**config.mk**
```make
export PLATFORM = sky130hd
export DESIGN_NAME = fp_add_seq_flat
export DESIGN_NICKNAME = d
export VERILOG_FILES = /design/src/rtl/fp_add_seq_pkg.sv /design/src/rtl/fp_add_seq_if.sv /design/src/rtl/fp_add_seq_round.sv /design/src/rtl/fp_add_seq.sv /design/src/flat_wrapper.sv
export SDC_FILE = /design/constraint.sdc
export NUM_CORES = 1
export LEC_CHECK = 0
export CORE_UTILIZATION = 57
export DETAILED_ROUTE_END_ITERATION = 10
export PLACE_DENSITY = 0.82
export SLEW_MARGIN = 10
export SYNTH_ARGS = -nofsm -noshare
export SYNTH_HDL_FRONTEND = slang
export SYNTH_SLANG_ARGS = --single-unit
```
**constraint.sdc**
```tcl
create_clock -name clk_i -period 6.1 [get_ports clk_i]
set_input_delay 1.22 -clock clk_i [delete_from_list [all_inputs] [get_ports clk_i]]
set_output_delay 1.22 -clock clk_i [all_outputs]
set_load 0.02 [all_outputs]
```
**src/rtl/fp_add_seq_pkg.sv**
```systemverilog
// Shared types and constants for the sequential FP adder: FSM state
// encoding, IEEE-754 single constants and the special-value resolver.
package fpu_pkg;

    typedef enum logic [2:0] {
        S_IDLE,
        S_ALIGN,
        S_ADD,
        S_NORM,
        S_ROUND,
        S_DONE
    } state_t;

    localparam logic [31:0] QNAN    = 32'h7FC0_0000;
    localparam logic [7:0]  EXP_MAX = 8'hFF;
    localparam int          MANT_W  = 27;

    // Result for any operation involving NaN or infinity; signs are the
    // effective signs (y already inverted for subtraction).
    function automatic logic [31:0] special_result(
        input logic x_inf,
        input logic y_inf,
        input logic x_nan,
        input logic y_nan,
        input logic x_sign,
        input logic y_sign
    );
        logic [31:0] res;
        if (x_nan || y_nan)
            res = QNAN;
        else if (x_inf && y_inf && (x_sign != y_sign))
            res = QNAN;
        else if (x_inf)
            res = {x_sign, EXP_MAX, 23'd0};
        else
            res = {y_sign, EXP_MAX, 23'd0};
        return res;
    endfunction

endpackage

```
**src/rtl/fp_add_seq_if.sv**
```systemverilog
// Operand/result handshake bundle for fp_add_seq. Signal suffixes are
// relative to the core (slave side).
interface fp_add_seq_if;
    logic        in_valid_i;
    logic        in_ready_o;
    logic        sub_i;
    logic        x_sign_i;
    logic        y_sign_i;
    logic [7:0]  x_exp_i;
    logic [7:0]  y_exp_i;
    logic [22:0] x_frac_i;
    logic [22:0] y_frac_i;
    logic        x_greater_i;
    logic [7:0]  exp_shift_i;
    logic        x_inf_i;
    logic        y_inf_i;
    logic        x_nan_i;
    logic        y_nan_i;
    logic        out_valid_o;
    logic        out_ready_i;
    logic [31:0] result_o;
    logic        overflow_o;

    modport slave (
        input  in_valid_i, sub_i, x_sign_i, y_sign_i, x_exp_i, y_exp_i,
               x_frac_i, y_frac_i, x_greater_i, exp_shift_i,
               x_inf_i, y_inf_i, x_nan_i, y_nan_i, out_ready_i,
        output in_ready_o, out_valid_o, result_o, overflow_o
    );

    modport master (
        output in_valid_i, sub_i, x_sign_i, y_sign_i, x_exp_i, y_exp_i,
               x_frac_i, y_frac_i, x_greater_i, exp_shift_i,
               x_inf_i, y_inf_i, x_nan_i, y_nan_i, out_ready_i,
        input  in_ready_o, out_valid_o, result_o, overflow_o
    );
endinterface

```
**src/rtl/fp_add_seq_round.sv**
```systemverilog
// fp_round: combinational GRS rounder and final IEEE-754 packer.
// FPU_ROUND_EN defined -> round-to-nearest-even, else truncate.
// Input mantissa: [26] hidden, [25:3] fraction, [2] G, [1] R, [0] sticky.
module fp_round
    import fpu_pkg::*;
(
    input  logic              i_sign,
    input  logic [9:0]        i_exp,
    input  logic [MANT_W-1:0] i_mant,
    output logic [31:0]       o_result,
    output logic              o_overflow
);

    logic        w_up;
    logic [24:0] w_rnd;
    logic [9:0]  w_exp;
    logic        w_hid;
    logic [22:0] w_frac;

`ifdef FPU_ROUND_EN
    // Round up on G when the tail is above half or the result LSB is odd.
    always_comb begin
        w_up = i_mant[2] && (i_mant[1] || i_mant[0] || i_mant[3]);
    end
`else
    logic w_unused_grs;
    // Truncation: guard/round/sticky are simply dropped.
    always_comb begin
        w_up         = 1'b0;
        w_unused_grs = ^i_mant[2:0];
    end
`endif

    // Apply increment, fix up carry-out, then pick inf / subnormal / normal.
    always_comb begin
        w_rnd  = {1'b0, i_mant[26:3]} + {24'd0, w_up};
        w_exp  = i_exp;
        w_hid  = w_rnd[23];
        w_frac = w_rnd[22:0];
        if (w_rnd[24]) begin
            w_exp  = i_exp + 10'd1;
            w_hid  = 1'b1;
            w_frac = 23'd0;
        end
        o_overflow = 1'b0;
        if (w_exp >= 10'd255) begin
            o_result   = {i_sign, EXP_MAX, 23'd0};
            o_overflow = 1'b1;
        end else if (!w_hid) begin
            o_result = {i_sign, 8'd0, w_frac};
        end else begin
            o_result = {i_sign, w_exp[7:0], w_frac};
        end
    end

endmodule

```
**src/rtl/fp_add_seq.sv**
```systemverilog
// fp_add_seq: iterative single-precision add/subtract. One alignment bit
// per cycle, one normalization bit per cycle, then a rounding cycle.
// Rounding mode selected by FPU_ROUND_EN (see fp_round).
module fp_add_seq
    import fpu_pkg::*;
#(
    parameter int MAX_ALIGN = 26
) (
    input  logic        clk_i,
    input  logic        rst_n_i,
    fp_add_seq_if.slave bus
);

    localparam logic [7:0] MAX_N = 8'(MAX_ALIGN);

    state_t             r_state, w_next;
    logic               r_sa, r_sb, r_sign, r_ovf;
    logic [MANT_W-1:0]  r_ma, r_mb;
    logic [MANT_W:0]    r_mant;
    logic [9:0]         r_exp;
    logic [7:0]         r_cnt;
    logic [31:0]        r_result;

    logic               w_ys_eff, w_special, w_big;
    logic [MANT_W-1:0]  w_xm, w_ym, w_b_raw, w_b_ld;
    logic [7:0]         w_xe, w_ye, w_n;
    logic [MANT_W:0]    w_sum, w_nmant;
    logic [9:0]         w_nexp;
    logic [31:0]        w_rnd_res;
    logic               w_rnd_ovf;

    // More normalization needed: carry out, or unnormalized above min exponent.
    function automatic logic needs_norm(input logic [MANT_W:0] m, input logic [9:0] e);
        return m[27] || (!m[26] && (e > 10'd1));
    endfunction

    // Operand unpacking, alignment load and the add/normalize step values.
    always_comb begin
        w_ys_eff  = bus.y_sign_i ^ bus.sub_i;
        w_special = bus.x_inf_i | bus.y_inf_i | bus.x_nan_i | bus.y_nan_i;
        w_xm      = {(bus.x_exp_i != 8'd0), bus.x_frac_i, 3'b000};
        w_ym      = {(bus.y_exp_i != 8'd0), bus.y_frac_i, 3'b000};
        w_xe      = (bus.x_exp_i == 8'd0) ? 8'd1 : bus.x_exp_i;
        w_ye      = (bus.y_exp_i == 8'd0) ? 8'd1 : bus.y_exp_i;
        w_big     = bus.exp_shift_i > MAX_N;
        w_n       = w_big ? MAX_N : bus.exp_shift_i;
        w_b_raw   = bus.x_greater_i ? w_ym : w_xm;
        // Shifts beyond the cap would lose everything but sticky anyway.
        w_b_ld    = w_big ? {{(MANT_W-1){1'b0}}, |w_b_raw} : w_b_raw;
        w_sum     = (r_sa == r_sb) ? ({1'b0, r_ma} + {1'b0, r_mb})
                                   : ({1'b0, r_ma} - {1'b0, r_mb});
        if (r_mant[27]) begin
            w_nmant = {1'b0, r_mant[27:2], r_mant[1] | r_mant[0]};
            w_nexp  = r_exp + 10'd1;
        end else begin
            w_nmant = {r_mant[26:0], 1'b0};
            w_nexp  = r_exp - 10'd1;
        end
    end

    fp_round u_round (
        .i_sign     (r_sign),
        .i_exp      (r_exp),
        .i_mant     (r_mant[MANT_W-1:0]),
        .o_result   (w_rnd_res),
        .o_overflow (w_rnd_ovf)
    );

    // State register.
    always_ff @(posedge clk_i or negedge rst_n_i) begin
        if (!rst_n_i) r_state <= S_IDLE;
        else          r_state <= w_next;
    end

    // Next-state decode.
    always_comb begin
        w_next = r_state;
        case (r_state)
            S_IDLE:  if (bus.in_valid_i)
                         w_next = w_special ? S_DONE : ((w_n != 8'd0) ? S_ALIGN : S_ADD);
            S_ALIGN: if (r_cnt == 8'd1) w_next = S_ADD;
            S_ADD:   w_next = ((w_sum != '0) && needs_norm(w_sum, r_exp)) ? S_NORM : S_ROUND;
            S_NORM:  w_next = needs_norm(w_nmant, w_nexp) ? S_NORM : S_ROUND;
            S_ROUND: w_next = S_DONE;
            S_DONE:  if (bus.out_ready_i) w_next = S_IDLE;
            default: w_next = S_IDLE;
        endcase
    end

    // Handshake outputs decoded from state; result held in registers.
    always_comb begin
        bus.in_ready_o  = (r_state == S_IDLE);
        bus.out_valid_o = (r_state == S_DONE);
        bus.result_o    = r_result;
        bus.overflow_o  = r_ovf;
    end

    // Datapath registers advanced per state.
    always_ff @(posedge clk_i or negedge rst_n_i) begin
        if (!rst_n_i) begin
            r_sa     <= 1'b0;
            r_sb     <= 1'b0;
            r_sign   <= 1'b0;
            r_ma     <= '0;
            r_mb     <= '0;
            r_mant   <= '0;
            r_exp    <= '0;
            r_cnt    <= '0;
            r_result <= '0;
            r_ovf    <= 1'b0;
        end else begin
            case (r_state)
                S_IDLE: if (bus.in_valid_i) begin
                    r_sa   <= bus.x_greater_i ? bus.x_sign_i : w_ys_eff;
                    r_sb   <= bus.x_greater_i ? w_ys_eff : bus.x_sign_i;
                    r_ma   <= bus.x_greater_i ? w_xm : w_ym;
                    r_mb   <= w_b_ld;
                    r_exp  <= {2'b00, bus.x_greater_i ? w_xe : w_ye};
                    r_cnt  <= w_n;
                    r_ovf  <= 1'b0;
                    if (w_special)
                        r_result <= special_result(bus.x_inf_i, bus.y_inf_i, bus.x_nan_i,
                                                   bus.y_nan_i, bus.x_sign_i, w_ys_eff);
                end
                S_ALIGN: begin
                    r_mb  <= {1'b0, r_mb[MANT_W-1:2], r_mb[1] | r_mb[0]};
                    r_cnt <= r_cnt - 8'd1;
                end
                S_ADD: begin
                    r_mant <= w_sum;
                    r_sign <= (w_sum == '0) ? (r_sa & r_sb) : r_sa;
                end
                S_NORM: begin
                    r_mant <= w_nmant;
                    r_exp  <= w_nexp;
                end
                S_ROUND: begin
                    r_result <= w_rnd_res;
                    r_ovf    <= w_rnd_ovf;
                end
                default: ;
            endcase
        end
    end

endmodule

```
**src/flat_wrapper.sv**
```systemverilog
// flat-port wrapper written by rule: the top's interface ports become plain ports
module fp_add_seq_flat import fpu_pkg::*;
#(
    parameter int MAX_ALIGN = 26
)
  (clk_i, rst_n_i, bus_in_valid_i, bus_sub_i, bus_x_sign_i, bus_y_sign_i, bus_x_exp_i, bus_y_exp_i, bus_x_frac_i, bus_y_frac_i, bus_x_greater_i, bus_exp_shift_i, bus_x_inf_i, bus_y_inf_i, bus_x_nan_i, bus_y_nan_i, bus_out_ready_i, bus_in_ready_o, bus_out_valid_o, bus_result_o, bus_overflow_o);
  fp_add_seq_if bus_i ();
  input  logic clk_i;
  input  logic rst_n_i;
  input wire logic [$bits(bus_i.in_valid_i)-1:0] bus_in_valid_i;
  input wire logic [$bits(bus_i.sub_i)-1:0] bus_sub_i;
  input wire logic [$bits(bus_i.x_sign_i)-1:0] bus_x_sign_i;
  input wire logic [$bits(bus_i.y_sign_i)-1:0] bus_y_sign_i;
  input wire logic [$bits(bus_i.x_exp_i)-1:0] bus_x_exp_i;
  input wire logic [$bits(bus_i.y_exp_i)-1:0] bus_y_exp_i;
  input wire logic [$bits(bus_i.x_frac_i)-1:0] bus_x_frac_i;
  input wire logic [$bits(bus_i.y_frac_i)-1:0] bus_y_frac_i;
  input wire logic [$bits(bus_i.x_greater_i)-1:0] bus_x_greater_i;
  input wire logic [$bits(bus_i.exp_shift_i)-1:0] bus_exp_shift_i;
  input wire logic [$bits(bus_i.x_inf_i)-1:0] bus_x_inf_i;
  input wire logic [$bits(bus_i.y_inf_i)-1:0] bus_y_inf_i;
  input wire logic [$bits(bus_i.x_nan_i)-1:0] bus_x_nan_i;
  input wire logic [$bits(bus_i.y_nan_i)-1:0] bus_y_nan_i;
  input wire logic [$bits(bus_i.out_ready_i)-1:0] bus_out_ready_i;
  output wire logic [$bits(bus_i.in_ready_o)-1:0] bus_in_ready_o;
  output wire logic [$bits(bus_i.out_valid_o)-1:0] bus_out_valid_o;
  output wire logic [$bits(bus_i.result_o)-1:0] bus_result_o;
  output wire logic [$bits(bus_i.overflow_o)-1:0] bus_overflow_o;
  assign bus_i.in_valid_i = bus_in_valid_i;
  assign bus_i.sub_i = bus_sub_i;
  assign bus_i.x_sign_i = bus_x_sign_i;
  assign bus_i.y_sign_i = bus_y_sign_i;
  assign bus_i.x_exp_i = bus_x_exp_i;
  assign bus_i.y_exp_i = bus_y_exp_i;
  assign bus_i.x_frac_i = bus_x_frac_i;
  assign bus_i.y_frac_i = bus_y_frac_i;
  assign bus_i.x_greater_i = bus_x_greater_i;
  assign bus_i.exp_shift_i = bus_exp_shift_i;
  assign bus_i.x_inf_i = bus_x_inf_i;
  assign bus_i.y_inf_i = bus_y_inf_i;
  assign bus_i.x_nan_i = bus_x_nan_i;
  assign bus_i.y_nan_i = bus_y_nan_i;
  assign bus_i.out_ready_i = bus_out_ready_i;
  assign bus_in_ready_o = bus_i.in_ready_o;
  assign bus_out_valid_o = bus_i.out_valid_o;
  assign bus_result_o = bus_i.result_o;
  assign bus_overflow_o = bus_i.overflow_o;
  fp_add_seq #(.MAX_ALIGN(MAX_ALIGN)) u_core (.clk_i(clk_i), .rst_n_i(rst_n_i), .bus(bus_i));
endmodule
```
-- Word-level counts from Yosys, hierarchy flattened
Cells that the tools add are included.
- flip-flop bits (word level): 139
- bits of input ports: 82
- output and inout port bits: 35
- word-level logic and storage cells: 107
- add/subtract/negate cells: 5
- order comparisons: 4
- eq/ne operators: 12
- multiplexer cells: 39
- bitwise operators: 7
- reductions and logical operators: 29
- operators by type and width (operator ; count):
    32-bit 2-to-1 mux ; 5
    27-bit 2-to-1 mux ; 4
    32-bit one-hot mux with 2 select lines ; 1
    31-bit 2-to-1 mux ; 2
    28-bit 2-to-1 mux ; 2
    28-bit one-hot mux with 2 select lines ; 1
    27-bit one-hot mux with 2 select lines ; 1
    8-bit 2-to-1 mux ; 5
    27-bit by 27-bit adder with 28-bit output ; 1
    28-bit logical NOT ; 1
    28-bit nonzero test ; 1
    27-bit by 27-bit subtractor with 28-bit output ; 1
    27-bit OR reduction ; 1
    8-bit nonzero test ; 3
    10-bit by 1-bit > comparator with 1-bit output, second input constant ; 2
    10-bit 2-to-1 mux ; 2
    10-bit one-hot mux with 2 select lines ; 1
    3-bit 2-to-1 mux ; 6
    3-bit one-hot mux with 6 select lines ; 1
    8-bit logical NOT ; 2
    8-bit one-hot mux with 2 select lines ; 1
    10-bit by 1-bit adder with 10-bit output, second input constant ; 1
    10-bit by 8-bit greater-or-equal comparator with 1-bit output, second input constant ; 1
    10-bit by 1-bit subtractor with 10-bit output, second input constant ; 1
    23 further kinds ; 49

-- Depth between registers and ports, before layout
Gate-level depths: netlist of run 1.
- depth in word-level cells: 8
- gate-level depth with buffers: 19
- depth with buffers taken out: 18

-- Cells and area by module
A second synthesis of run 1 with hierarchy kept.
- cell total of the unflattened synthesis: 1061
- area total of the unflattened synthesis: 9482.8 µm²
- modules (own cells, without submodules) (module ; times used ; cells each ; area an instance (µm²) ; seq. area each (µm²)):
    fp_add_seq ; 1 ; 1007 ; 9022.4 ; 3403.3
    fp_round ; 1 ; 54 ; 460.4 ; 0.0

-- Worst setup path before layout of run 1
Ideal clock, no wire load.
- path kind: reg2reg
- start: reg u_core.r_mb[3]
- end: reg u_core.r_state[0]
- setup time: 0.124 ns
- arrival time: 5.036 ns
- slack: 0.940 ns
- cell stages (with the launch flop): 18
- buffers on the path: 1
- cells stage by stage: dfrtp_1 -> or4_4 -> or4_1 -> or4_4 -> or3_4 -> o31ai_2 -> xnor2_1 -> ha_1 -> clkbuf_1 -> nand2_1 -> o21ai_1 -> mux2i_1 -> o221ai_1 -> nor2_1 -> or4_1 -> nor4_1 -> o31ai_1 -> a211o_1
- word-level cells in the longest chain between the ends: 8
- ends and longest elaborated chain (element ; RTL line ; text):
    from (decl) ; fp_add_seq.sv:18 ; logic [MANT_W-1:0] r_ma, r_mb;
    from (signal assigned) ; fp_add_seq.sv:117 ; r_mb <= w_b_ld;
    from (signal assigned) ; fp_add_seq.sv:126 ; r_mb <= {1'b0, r_mb[MANT_W-1:2], r_mb[1] | r_mb[0]};
    27-bit by 27-bit subtractor with 28-bit output or 27-bit by 27-bit adder with 28-bit output (tied branches) ; fp_add_seq.sv:51, fp_add_seq.sv:50 ;
    28-bit 2-to-1 mux * ; fp_add_seq.sv:50 ; w_sum = (r_sa == r_sb) ? ({1'b0, r_ma} + {1'b0, r_mb})
    parallel branches: the longest is 3 deep, another holds 28-bit nonzero test ; n/a ;
    1-bit logical AND * ; fp_add_seq.sv:82 ; S_ADD: w_next = ((w_sum != '0) && needs_norm(w_sum, r_exp)) ? S_NORM : S_ROUND;
    3-bit 2-to-1 mux * ; fp_add_seq.sv:82 ;
    3-bit one-hot mux with 6 select lines * ; fp_add_seq.sv:78 ; case (r_state)
    to (signal assigned) ; fp_add_seq.sv:72 ; else r_state <= w_next;
    to (decl) ; fp_add_seq.sv:16 ; state_t r_state, w_next;
Every way passes the cells marked *.
A chain may end at the register's enable or synchronous reset.

-- Worst setup path after layout of run 1
Same ends and word-level chain as after synthesis.

==> results of run 1 <==
[area by class of cell]
type	count	share of cell area, %
multi-input combinational	829	49.29
tap	211	2.400
timing repair buffer	128	11.30
clock buffer	26	4.629
inverter	19	0.6482
clock inverter	6	0.7961
sequential	136	30.93
[registers in the layout (all words and copies together), names as in the netlist]
register,cells
u_core.bus.overflow_o,1
u_core.bus.result_o,32
u_core.r_cnt,8
u_core.r_exp,10
u_core.r_ma,24
u_core.r_mant,28
u_core.r_mb,27
u_core.r_sa,1
u_core.r_sb,1
u_core.r_sign,1
u_core.r_state,3
[worst min path at each step]
stage | startpoint | end | slack, ns
global placement | u_core.r_ma[21]$_DFFE_PN0P_ | u_core.r_ma[21]$_DFFE_PN0P_ | 0.47
finish | u_core.r_cnt[7]$_DFFE_PN0P_ | u_core.r_cnt[7]$_DFFE_PN0P_ | 0.49
detailed placement | u_core.r_cnt[6]$_DFFE_PN0P_ | u_core.r_cnt[6]$_DFFE_PN0P_ | 0.48
global route | u_core.bus.result_o[7]$_DFFE_PN0P_ | u_core.bus.result_o[7]$_DFFE_PN0P_ | 0.51
floorplan | u_core.r_cnt[6]$_DFFE_PN0P_ | u_core.r_cnt[6]$_DFFE_PN0P_ | 0.45
CTS | u_core.r_cnt[6]$_DFFE_PN0P_ | u_core.r_cnt[6]$_DFFE_PN0P_ | 0.49
[cells by family (layout without fill, tap and decap cells)]
family                     after synthesis  after routing  synth area share (%)
AOI/OAI and AO/OA                      340            340                 24.16
muxes                                   79             79                 8.762
adders and majority gates               33             33                 4.607
xor gates and xnor gates                50             50                 4.799
buffers and inverters                   83            179                 3.428
DFF                                    136            136                 37.30
and+or+nand+nor                        327            327                 16.95
[stage by stage]
step | hold WS (ns) | setup WS, ns | area (um^2) | util (%)
finish | 0.4917 | 0.2865 | 11000 | 71.31
detailed placement | 0.4792 | 0.3479 | 10410 | 67.45
CTS | 0.4927 | 0.3296 | 11000 | 71.31
global placement | 0.4710 | 0.5401 | 10410 | 67.45
global route | 0.5107 | 0.07915 | 11000 | 71.31
floorplan | 0.4548 | 0.9401 | 9125 | -
[placed cells by master, fill, tap and decap left out, types with 8 or more instances in the layout]
cell and count:
mux2i_1 72, o211ai_1 12, a22o_1 23, nand4_1 11
inv_1 18, xnor2_1 41, o21ai_0 118, or4_1 14
a21oi_1 62, ha_1 32, o21a_1 8, xor2_1 9
buf_4 13, nand2_1 129, a22oi_1 26, clkdlybuf4s50_1 114
nand3_1 19, a211oi_1 14, dfrtp_1 136, nor3_1 15
clkbuf_16 17, o31ai_1 13, nor4_1 12, o22ai_1 9
nor2_1 77
[worst max-delay path, stage by stage (launching register included)]
cell and delay, ns:
dfrtp_1 0.45, or4_4 0.58, or4_1 0.50, or4_4 0.44, or3_4 0.42, o41ai_2 0.25
xnor2_1 0.18, ha_1 0.33, a21oi_1 0.22, o21ai_0 0.21, a211oi_1 0.24, o21ai_0 0.15
or3_1 0.37, a211o_1 0.33, nor4_1 0.40, buf_4 0.21, o31ai_1 0.10, a211o_1 0.32
[per-layer routing]
layer	global-route usage, %	share of wire, %
met1	43.62	45
met2	50.84	47
met3	5.073	6.5
met4	9.827	1.8
met5	0	0
==> impl_metrics.csv, run 1 <==
group,metric,value,unit
job,maxCapViolations,0,
floorplan,chipHeight,128.5,um
place,gp_congestion,0.9509,
hold_path,hold_path_depth,1,
clock_tree,numCtsBuffers,17,
clock_tree,ctsHtreeMaxLevel,4,
worst_setup_path,crit_required,6.41,ns
clock_tree,clock-root-buffer,"clkbuf_16",
global_route,grt_use_total,31.55,%
clock_tree,cts_hold_buf,0,
worst_setup_path,startpoint,"u_core.r_mb[3]$_DFFE_PN0P_",
floorplan,pin_count,117,
synthesis,postSynthAreaPerCell,8.707,um^2
worst_setup_path,rr_endpoint,"u_core.r_state[0]$_DFFE_PN0P_",
clock_tree,cts_sinks,136,
routing,via_count,8465,
synthesis,syn_inst,1048,
worst_setup_path,critPathKind,"reg2reg",
synthesis,synth_cell_types,71,
clock_tree,cts_resized,0,
synthesis,ys_seq_elements,136,
synthesis,synthTopCellsByCount,"dfrtp_1 (136), nand2_1 (130), o21ai_0 (118), nor2_1 (77), mux2i_1 (72)",
global_route,grt_first_pass_wirelength,40.73,mm
worst_setup_path,cp_max_fo,7,
worst_setup_path,end_kind,"flip-flop",
clock_tree,clk_pin_slew,0.06,ns
synthesis,synth_area_leader_cell,"dfrtp_1",
floorplan,start_util,59.15,%
synthesis,synthFlopType,"dfrtp_1",
synthesis,synthesis.area,9125,um^2
place,hpwl,18.30,mm
routing,ant_nets,0,
synthesis,synth.top_cell.area_share,37.30,%
worst_setup_path,reg2reg_from,"u_core.r_mb[3]$_DFFE_PN0P_",
sta,fin_setup_tns,0,ns
floorplan,row_count,45,
routing,drcViolationCount,0,
layout,fillerInstances,1209,
floorplan,core_area,15430,um^2
sta,finalSetupViolCount,0,
sta,rsz0062_at_grt,"false",
worst_setup_path,rrSetupSlack,0.29,ns
synthesis,synthArstFlopShare,100.0,%
place,port_buffers,116,
sta,slew_headroom,33.70,%
synthesis,synth_seq_area_share,37.30,%
layout,drive_gt1_share,6.031,%
run_status,status,"finished clean",
floorplan,dieArea,16520,um^2
sta,fin_crit,5.813,ns
global_route,antenna_found_initial,0,
layout,nNetsFinal,1246,
global_route,grt-ovfl-total,0,
clock_tree,cts_setup_buffers,0,
sta,drv_slew,0,
worst_setup_path,endpoint,"u_core.r_state[0]$_DFFE_PN0P_",
sta,fmax,172.0,MHz
synthesis,netlist_top_cells_area,"dfrtp_1 (37%), mux2i_1 (7.9%), o21ai_0 (6.5%), nand2_1 (5.3%), ha_1 (4.4%)",
floorplan,die_x,128.5,um
layout,post_layout_nonfiller_instances,1355,
routing,routedWlPerCell,18.36,um
sta,tightest_slew,0.9944,ns
worst_setup_path,arrival,6.13,ns
global_route,grt_pass1_vias,7887,
hold_path,hold_path.class,"reg2reg",
routing,via_per_inst,6.247,
worst_setup_path,start_kind,"flip-flop",
layout,diodes,0,
place,dp_cells,1323,
synthesis,synthesis.nets,1163,
global_route,grt_max_degree,79,
layout,syn2layout_area_growth,20.57,%
sta,clock_skew,0.008601,ns
routing,detail_route.iter0.violations,719,
sta,finalHoldViolCount,0,
clock_tree,cts_tree,"yes",
routing,drt-total-wl,24.88,mm
clock_tree,clock_latency,0.43,ns
clock_tree,cts_buffer_depth,2,
synthesis,synth-edff-count,0,
synthesis,synth_warnings,0,
synthesis,synth_most_common_cell,"dfrtp_1",
sta,period_share,95.30,%
layout,register_area,3403,um^2
routing,drtPass1Iterations,7,
worst_setup_path,reg2regPathDepth,17,
layout,multi_input_area,5423,um^2
Power of run 1 is not shown: default switching activity piles up to over one toggle a cycle in this logic, so the estimate is an artifact.
==> run 2, diff against run 1 <==
--- a/config.mk
+++ b/config.mk
@@ -5,10 +5,12 @@
 export SDC_FILE = /design/constraint.sdc
 export NUM_CORES = 1
 export LEC_CHECK = 0
+export CORE_MARGIN = 3
 export CORE_UTILIZATION = 57
 export DETAILED_ROUTE_END_ITERATION = 10
-export PLACE_DENSITY = 0.82
+export PLACE_DENSITY = 0.81
 export SLEW_MARGIN = 10
 export SYNTH_ARGS = -nofsm -noshare
 export SYNTH_HDL_FRONTEND = slang
+export SYNTH_HIERARCHICAL = 1
 export SYNTH_SLANG_ARGS = --single-unit
==> impl_metrics.csv, run 2 <==
group,metric,value,unit
run_status,status,"finished clean",
floorplan,row_count,46,
sta,finalHoldViolCount,0,
layout,fillerInstances,1236,
synthesis,synthesis.area,9483,um^2
synthesis,syn_inst,1061,
routing,via_per_inst,6.238,
layout,layout_commonest_cell,"dfrtp_1",
synthesis,synthesis.nets,1176,
clock_tree,clock_latency,0.42,ns
clock_tree,numCtsBuffers,17,
global_route,grt_pass1_vias,7846,
synthesis,synth_most_common_cell,"dfrtp_1",
routing,drtPass1Iterations,7,
sta,clock_skew,0.006391,ns
layout,largest_register_ffs,32,
floorplan,die_x,135.0,um
layout,drive_gt1_share,6.620,%
routing,ant_nets,0,
clock_tree,clk_pin_slew,0.06,ns
hold_path,min-delay-start,"u_core/bus.result_o[22]$_DFFE_PN0P_",
worst_setup_path,cp_max_fo,7,
global_route,grt_max_degree,137,
layout,syn2layout_area_growth,18.89,%
synthesis,synth_cell_types,74,
sta,tightest_slew,1.223,ns
synthesis,ys_seq_elements,136,
sta,fin_crit,5.338,ns
worst_setup_path,crit_required,6.41,ns
routing,detail_route.iter0.violations,831,
routing,drcViolationCount,0,
floorplan,start_util,59.05,%
layout,nNetsFinal,1250,
layout,multi_input_area,5724,um^2
hold_path,hold_path_depth,2,
synthesis,synthArstFlopShare,100.0,%
floorplan,core_area,16060,um^2
clock_tree,cts_buffer_depth,2,
sta,rsz0062_at_grt,"false",
worst_setup_path,reg2regPathDepth,17,
global_route,grt_use_total,26.33,%
sta,period_share,87.50,%
job,maxCapViolations,0,
clock_tree,cts_resized,0,
floorplan,pin_count,117,
place,gp_congestion,0.9309,
clock_tree,cts_hold_buf,0,
clock_tree,cts_setup_buffers,0,
layout,register_area,3403,um^2
synthesis,synth_seq_area_share,35.89,%
worst_setup_path,critPathKind,"reg2reg",
synthesis,synthFlopType,"dfrtp_1",
clock_tree,cts_sinks,136,
worst_setup_path,reg2reg_from,"u_core/r_mb[3]$_DFFE_PN0P_",
place,port_buffers,116,
global_route,antenna_found_initial,0,
hold_path,hold_path.class,"reg2reg",
synthesis,synthTopCellsByCount,"dfrtp_1 (136), nand2_1 (129), o21ai_0 (111), mux2i_1 (68), a21oi_1 (53)",
synthesis,synth_area_leader_cell,"dfrtp_1",
worst_setup_path,rr_endpoint,"u_core/r_sign$_DFFE_PN0N_",
sta,fin_setup_tns,0,ns
hold_path,hold_end,"u_core/bus.result_o[22]$_DFFE_PN0P_",
sta,slew_headroom,18.37,%
worst_setup_path,end_kind,"flip-flop",
place,hpwl,17.42,mm
synthesis,postSynthAreaPerCell,8.938,um^2
worst_setup_path,rrSetupSlack,0.76,ns
sta,drv_slew,0,
floorplan,chipHeight,135.0,um
synthesis,synth.top_cell.area_share,35.89,%
global_route,grt-ovfl-total,0,
sta,finalSetupViolCount,0,
synthesis,synth-edff-count,0,
synthesis,synth_warnings,6,
floorplan,dieArea,18220,um^2
clock_tree,cts_tree,"yes",
routing,drt-total-wl,23.85,mm
worst_setup_path,start_kind,"flip-flop",
routing,via_count,8509,
synthesis,netlist_top_cells_area,"dfrtp_1 (36%), mux2i_1 (7.2%), o21ai_0 (5.9%), nand2_1 (5.1%), ha_1 (4.2%)",
clock_tree,clock-root-buffer,"clkbuf_16",
layout,diodes,0,
sta,fmax,187.3,MHz
clock_tree,ctsHtreeMaxLevel,4,
worst_setup_path,arrival,5.65,ns
routing,routedWlPerCell,17.48,um
global_route,grt_first_pass_wirelength,39.22,mm
layout,layout_common_cells,"dfrtp_1 (136), nand2_1 (128), clkdlybuf4s50_1 (114), o21ai_0 (111), mux2i_1 (68)",
==> run 2: cell type report <==
class                   instances  share of cell area [%]
multi-input cells             839                   50.77
flip-flops and latches        136                   30.19
repair buffers                125                   10.94
clock buffers                  21                   4.084
well taps                     216                   2.397
clock inverters                11                   1.088
inverters                      16                  0.5327
==> run 2: worst max-delay path by stage <==
stage	slack, ns	from	to
floorplan	1.26	u_core/r_mb[3]$_DFFE_PN0P_	u_core/r_sign$_DFFE_PN0N_
global placement	0.92	u_core/r_mb[3]$_DFFE_PN0P_	u_core/r_sign$_DFFE_PN0N_
detailed placement	0.83	u_core/r_mb[3]$_DFFE_PN0P_	u_core/r_sign$_DFFE_PN0N_
CTS	0.80	u_core/r_mb[3]$_DFFE_PN0P_	u_core/r_sign$_DFFE_PN0N_
global route	0.42	u_core/r_mb[3]$_DFFE_PN0P_	u_core/r_sign$_DFFE_PN0N_
finish	0.76	u_core/r_mb[3]$_DFFE_PN0P_	u_core/r_sign$_DFFE_PN0N_
==> run 2: metrics by stage <==
| step | setup WS [ns] | hold WS, ns | instances | util (%) | area [um^2] |
|---|---|---|---|---|---|
| final | 0.7622 | 0.4906 | 1364 | 70.21 | 11270 |
| after detailed placement | 0.8325 | 0.4799 | 1332 | 66.58 | 10690 |
| after global placement | 0.9205 | 0.4632 | 1332 | 66.58 | 10690 |
| after global routing | 0.4153 | 0.5058 | 1364 | 70.21 | 11270 |
| after floorplan | 1.259 | 0.4538 | 1061 | - | 9483 |
| after CTS | 0.7953 | 0.4925 | 1364 | 70.21 | 11270 |
==> run 2: metal layers <==
layer / vias up / share of wire, % / GRT usage (%)
met1: 4083 / 47 / 37.45
met5: - / 0 / 0
met2: 269 / 46 / 41.58
li1: 4126 / - / -
met4: 0 / 1.5 / 7.447
met3: 31 / 5.3 / 4.732
==> run 2: worst max-delay path: stages, from the launching register on <==
cell and delay (ns):
dfrtp_1 0.44, or4_1 0.60, or3_1 0.41, nand2b_1 0.21, or4_1 0.55, o31ai_1 0.26, xnor2_1 0.15, ha_1 0.31
a21oi_1 0.15, o21ai_0 0.19, o31a_1 0.31, a311o_1 0.36, o211ai_1 0.27, nand2_1 0.07, or4_1 0.49, nand3b_1 0.19
mux2i_1 0.13, nand2b_1 0.13
==> run 2: kinds of logic after synthesis <==
logic type,after synthesis,share of synthesized area [%]
multiplexers,80,8.603
XOR/XNOR,51,4.710
flip-flops,136,35.89
buffers and inverters,86,3.826
adder cells (fa/ha/maj),33,4.433
AND/OR/NAND/NOR,313,16.03
AO/OA/AOI/OAI,362,26.51
Power of run 2 is left out for the same reason.
